===== config.mk =====
export PLATFORM = sky130hd
export DESIGN_NAME = mem_access_ctrl
export DESIGN_NICKNAME = d
export VERILOG_FILES = /design/src/rtl/mem_ctrl_pkg.sv /design/src/rtl/xfer_counter.sv /design/src/rtl/mem_access_ctrl.sv
export SDC_FILE = /design/constraint.sdc
export NUM_CORES = 1
export LEC_CHECK = 0
export CAP_MARGIN = 20
export CORE_MARGIN = 2
export CORE_UTILIZATION = 48
export CTS_BUF_LIST = sky130_fd_sc_hd__clkbuf_8
export CTS_CLUSTER_SIZE = 30
export DETAILED_ROUTE_END_ITERATION = 12
export GPL_TIMING_DRIVEN = 0
export PLACE_DENSITY_LB_ADDON = 0.25
export SLEW_MARGIN = 20
export SYNTH_ARGS = -nofsm -noshare
export SYNTH_HDL_FRONTEND = slang
export SYNTH_HIERARCHICAL = 1
export SYNTH_SLANG_ARGS = --single-unit

===== constraint.sdc =====
create_clock -name clk_i -period 2.8 [get_ports clk_i]
set_clock_uncertainty 0.05 [all_clocks]
set_input_delay 0.56 -clock clk_i [delete_from_list [all_inputs] [get_ports clk_i]]
set_output_delay 0.56 -clock clk_i [all_outputs]
set_load 0.02 [all_outputs]

===== src/rtl/mem_ctrl_pkg.sv =====
// rtl/mem_ctrl_pkg.sv - shared encodings and defaults for the memory access controller
package mem_ctrl_pkg;

    localparam int ADDR_W_DEF = 8;
    localparam int DATA_W_DEF = 8;

    localparam logic [1:0] OP_LOAD  = 2'b00;
    localparam logic [1:0] OP_STORE = 2'b01;
    localparam logic [1:0] OP_COPY  = 2'b10;
    localparam logic [1:0] OP_FILL  = 2'b11;

    typedef enum logic [2:0] {
        S_IDLE  = 3'd0,
        S_LOAD  = 3'd1,
        S_STORE = 3'd2,
        S_CP_RD = 3'd3,
        S_CP_WR = 3'd4,
        S_FILL  = 3'd5,
        S_DONE  = 3'd6
    } state_e;

endpackage


===== src/rtl/xfer_counter.sv =====
// rtl/xfer_counter.sv - byte offset / remaining-count tracker for block operations
module xfer_counter #(
    parameter int W = 8
) (
    input  logic         clk_i,
    input  logic         rst_ni,
    input  logic         load_i,
    input  logic [W-1:0] len_i,
    input  logic         step_i,
    output logic [W-1:0] offset_o,
    output logic         last_o
);

    logic [W-1:0] offset_q;
    logic [W-1:0] remain_q;

    // Load restarts at offset 0 with the full length; each step advances one byte.
    always_ff @(posedge clk_i or negedge rst_ni) begin
        if (!rst_ni) begin
            offset_q <= '0;
            remain_q <= '0;
        end else if (load_i) begin
            offset_q <= '0;
            remain_q <= len_i;
        end else if (step_i) begin
            offset_q <= offset_q + W'(1);
            remain_q <= remain_q - W'(1);
        end
    end

    assign offset_o = offset_q;
    assign last_o   = (remain_q == W'(1));

endmodule


===== src/rtl/mem_access_ctrl.sv =====
// rtl/mem_access_ctrl.sv - initiator sequencing LOAD/STORE/COPY/FILL onto data_memory
module mem_access_ctrl
    import mem_ctrl_pkg::*;
#(
    parameter int ADDR_W = ADDR_W_DEF,
    parameter int DATA_W = DATA_W_DEF
) (
    input  logic              clk_i,
    input  logic              rst_ni,
    input  logic              req_valid_i,
    output logic              req_ready_o,
    input  logic [1:0]        req_op_i,
    input  logic [ADDR_W-1:0] req_addr_i,
    input  logic [ADDR_W-1:0] req_src_i,
    input  logic [ADDR_W-1:0] req_len_i,
    input  logic [DATA_W-1:0] req_wdata_i,
    output logic              rsp_valid_o,
    output logic [DATA_W-1:0] rsp_rdata_o,
    output logic              busy_o,
    output logic              mem_we_o,
    output logic [ADDR_W-1:0] mem_addr_o,
    output logic [DATA_W-1:0] mem_wdata_o,
    input  logic [DATA_W-1:0] mem_rdata_i
);

    state_e            state_q;
    logic [ADDR_W-1:0] addr_q;
    logic [ADDR_W-1:0] src_q;
    logic [DATA_W-1:0] wdata_q;
    logic [DATA_W-1:0] buf_q;
    logic [DATA_W-1:0] rdata_q;
    logic [ADDR_W-1:0] offset;
    logic              last;
    logic              accept;
    logic              cnt_step;

    // Ready is forced low while reset is held so nothing is accepted during reset.
    assign req_ready_o = rst_ni && (state_q == S_IDLE);
    assign busy_o      = !req_ready_o;
    assign accept      = req_ready_o && req_valid_i;
    assign cnt_step    = (state_q == S_FILL) || (state_q == S_CP_WR);
    assign rsp_valid_o = (state_q == S_DONE);
    assign rsp_rdata_o = rdata_q;

    xfer_counter #(.W(ADDR_W)) u_cnt (
        .clk_i    (clk_i),
        .rst_ni   (rst_ni),
        .load_i   (accept),
        .len_i    (req_len_i),
        .step_i   (cnt_step),
        .offset_o (offset),
        .last_o   (last)
    );

    // Main sequencer: latches the request and walks through the per-op states.
    always_ff @(posedge clk_i or negedge rst_ni) begin
        if (!rst_ni) begin
            state_q <= S_IDLE;
            addr_q  <= '0;
            src_q   <= '0;
            wdata_q <= '0;
            buf_q   <= '0;
            rdata_q <= '0;
        end else begin
            case (state_q)
                S_IDLE: begin
                    if (accept) begin
                        addr_q  <= req_addr_i;
                        src_q   <= req_src_i;
                        wdata_q <= req_wdata_i;
                        case (req_op_i)
                            OP_LOAD:  state_q <= S_LOAD;
                            OP_STORE: state_q <= S_STORE;
                            OP_COPY:  state_q <= (req_len_i == '0) ? S_DONE : S_CP_RD;
                            default:  state_q <= (req_len_i == '0) ? S_DONE : S_FILL;
                        endcase
                    end
                end
                S_LOAD: begin
                    rdata_q <= mem_rdata_i;
                    state_q <= S_DONE;
                end
                S_STORE: state_q <= S_DONE;
                S_FILL: begin
                    if (last) state_q <= S_DONE;
                end
                S_CP_RD: begin
                    buf_q   <= mem_rdata_i;
                    state_q <= S_CP_WR;
                end
                S_CP_WR: begin
                    if (last) begin
                        rdata_q <= buf_q;
                        state_q <= S_DONE;
                    end else begin
                        state_q <= S_CP_RD;
                    end
                end
                default: state_q <= S_IDLE;
            endcase
        end
    end

    // Memory port is decoded purely from registered state; idle drives all zeros.
    always_comb begin
        mem_we_o    = 1'b0;
        mem_addr_o  = '0;
        mem_wdata_o = '0;
        case (state_q)
            S_LOAD: mem_addr_o = addr_q;
            S_STORE: begin
                mem_we_o    = 1'b1;
                mem_addr_o  = addr_q;
                mem_wdata_o = wdata_q;
            end
            S_FILL: begin
                mem_we_o    = 1'b1;
                mem_addr_o  = addr_q + offset;
                mem_wdata_o = wdata_q;
            end
            S_CP_RD: mem_addr_o = src_q + offset;
            S_CP_WR: begin
                mem_we_o    = 1'b1;
                mem_addr_o  = addr_q + offset;
                mem_wdata_o = buf_q;
            end
            default: ;
        endcase
    end

endmodule


==> impl_results.md <==
* Drt pass-1 iters at 4
* Switching pwr at 385 uW
* Fin nets at 470
* Synth unique cells at 47
* CTS tree: built
* GR Util All Layers at 0.230
* Final Setup Violations at 7
* Highest-count cells in the layout ignoring fill and taps: dfrtp_1 (59), clkdlybuf4s50_1 (54), o21ai_0 (25)
* Rel. slew slack at 0.665
* Total power at 1790 uW
* Area of the multi-input gates at 0.00195 sq mm
* Final setup TNS at -2.82 ns
* Placed inst area at 0.00428 sq mm
* Placeable Area at 0.00679 sq mm
* Final Slew Violations at 0
* RSZ-0062 raised after global routing: yes
* Register area share after synthesis at 0.438
* Final wirelength at 8.67 mm
* Pre-CTS setup slack at -0.840 ns
* FFs w/ async S/R, synth at 1.00
* Final HPWL DP at 5.50 mm
* Antenna diodes at 0
* Clock latency on the worst-skew pair at 0.34 ns
* Area growth syn-to-layout at 40.8%
* Hold Violations, Final at 0
* Crit Path Max Fanout at 6
* DR WL/cell at 16.9 um
* Count of input and output buffers at 72
* Num CTS Buffers at 9
* Share of cells above drive strength 1 at 0.242
* Power Density at 377 mW/mm^2
* Post-synth EDFFs at 0
* First-pass GRT wire length at 13.5 mm
* Largest net degree at the start of global routing at 59
* Fill cell count at 517
* Die width at 87.8 um
* Worst setup margin at -0.530 ns
* Share of the cycle needed by the critical path after routing at 1.19
* CTS Buffer Depth at 2
* Die height at 87.8 um
* Failing checks: setup timing
* Clock transition at the registers of the reported paths at 0.07 ns
* Via count at 2826
* Vias in the first global route at 2784
* Outcome: complete, but fails checks
* Clock power share at 0.461
* FF+latch area at 0.00148 sq mm
* Overflow after GRT at 0
* Residual DRC at 0
* Die area at 0.00771 sq mm
* I/O pins at 73
* Critical path class: reg2out
* R2R cell count at 10
* Least-Margin Pin Slew at 0.502 ns
* Initial antenna violation count at 0
* Leak pwr at 0.00214 uW
* Syn Area/Cell at 10.8 sq um
* Reg-to-reg endpoint: u_cnt/offset_o[7]
* Initial DRC count at 110
* Post-synth top flop: dfrtp_1
* Critical path capture point type: primary output
* Worst r2r src: state_q[2]
* Critical path arrival at 2.72 ns
* #FFs+latches synth at 59
* Min-Delay Path Class: in2async
* Tmin final at 3.33 ns
* Util after Layout at 0.699
* Row count at 30
* Max Cap Viol at 0
* Routed Antenna Nets at 0
* R2r setup slk at 0.08 ns
* CP Launch Type: flip-flop
* Commonest non-fill, non-tap cell in the layout: dfrtp_1
* Netlist Area Pre-Place at 0.00337 sq mm
* Critical Path Start: state_q[2]
* Syn_nets at 369
* Mapped Cells at 311
* Synthesis Warnings at 6
* CTS root buf: clkbuf_8
* Clk sinks at 59
* Initial core utilization at 0.497
* Fmax at 300 MHz
* Depth of the CTS H-tree at 3
* WP data required at 2.19 ns
* Non-Filler Cell Area, Final at 0.00475 sq mm
* GP Congestion at 0.901
* Worst IR Drop VDD at 264 uV
* Switching Share at 0.215
* Sequential power share at 0.481
* Vias/cell at 5.51
* Int Pwr at 1410 uW
* Combinational group share of total power at 0.058
[sequential cells by signal (all words and copies together), names as in the netlist]
name and flops:
buf_q 8, addr_q 8, src_q 8, state_q 3
u_cnt/offset_o 8, rsp_rdata_o 8, u_cnt/remain_q 8, wdata_q 8
[kinds of logic (layout without fill, tap and decap cells)]
family          after synthesis  count (layout)  share of synthesized area
mux                          57              57                      0.184
fa+ha+maj                    13              13                     0.0504
simple gates                 81              81                      0.137
xor+xnor                     15              15                     0.0389
compound gates               66              66                      0.116
flops                        59              59                      0.438
buf+inv                      20             126                     0.0367
[how the worst max path moves through the flow]
stage / to / slack (ns) / cells after the start
after detailed placement: mem_addr_o[5] / -0.84 / 11
after CTS: mem_addr_o[6] / -0.63 / 12
after global placement: u_cnt/offset_o[7] / -2.30 / 8
after floorplan: mem_addr_o[5] / -0.15 / 10
final: mem_addr_o[4] / -0.53 / 11
after global routing: mem_addr_o[6] / -0.62 / 11
[per-layer routing]
metal  up-vias  GRT usage  part of all wire
met5         -          0                 0
met4         0     0.0881             0.032
met3        26     0.0415             0.038
met2        75      0.387              0.49
met1      1401      0.295              0.44
li1       1324          -                 -
[cells in the mapped netlist, types with 5 or more instances]
| cell type | instances | area (sq um) |
|---|---|---|
| a21oi_1 | 18 | 90.1 |
| a22o_1 | 7 | 61.3 |
| dfrtp_1 | 59 | 1480 |
| ha_1 | 12 | 150 |
| inv_1 | 6 | 22.5 |
| mux2_1 | 18 | 203 |
| mux2_2 | 21 | 236 |
| mux2i_1 | 18 | 180 |
| nand2_1 | 24 | 90.1 |
| nand2b_1 | 5 | 31.3 |
| nand3_1 | 5 | 25.0 |
| nor2_1 | 18 | 67.6 |
| o21ai_0 | 29 | 145 |
| xnor2_1 | 8 | 70.1 |
| xor2_1 | 7 | 61.3 |
[worst max-delay path: stages (launching register included)]
cell	delay (ns)
dfrtp_1	0.39
buf_6	0.13
nand2b_4	0.12
mux2_4	0.33
ha_4	0.19
fa_2	0.37
a21oi_4	0.17
buf_4	0.13
o21bai_1	0.07
xor2_1	0.16
a22o_1	0.20
buf_6	0.13
[timing repair]
item,in CTS,in global routing
hold endpoints to repair,3,0
pin swaps,15,13
cloned,0,0
hold buffers,1,0
resized for setup,65,13
setup endpoints to repair,17,17
setup buffers,14,4
[through the flow]
step,hold slack [ns],std cells
6_report,0.160,513
5_1_grt,0.182,513
2_1_floorplan,0.214,311
4_1_cts,0.168,511
3_5_place_dp,0.321,480
3_3_place_gp,0.425,479
[final cells by class]
class | count | share of cell area
clock buffer | 12 | 0.0348
tap | 96 | 0.0253
sequential | 59 | 0.311
multi-input combinational | 232 | 0.410
inverter | 6 | 0.00474
buffer | 12 | 0.0190
timing repair buffer | 92 | 0.185
clock inverter | 4 | 0.0100
[power by group through the flow]
stage	Clock, uW	Sequential [uW]	Combinational (uW)
detailed placement	0	878	104
global route	877	862	114
CTS	836	862	106
floorplan	0	877	14.3
finish	826	862	104
global placement	0	878	98.6
Power figures use the tool's default switching activity.
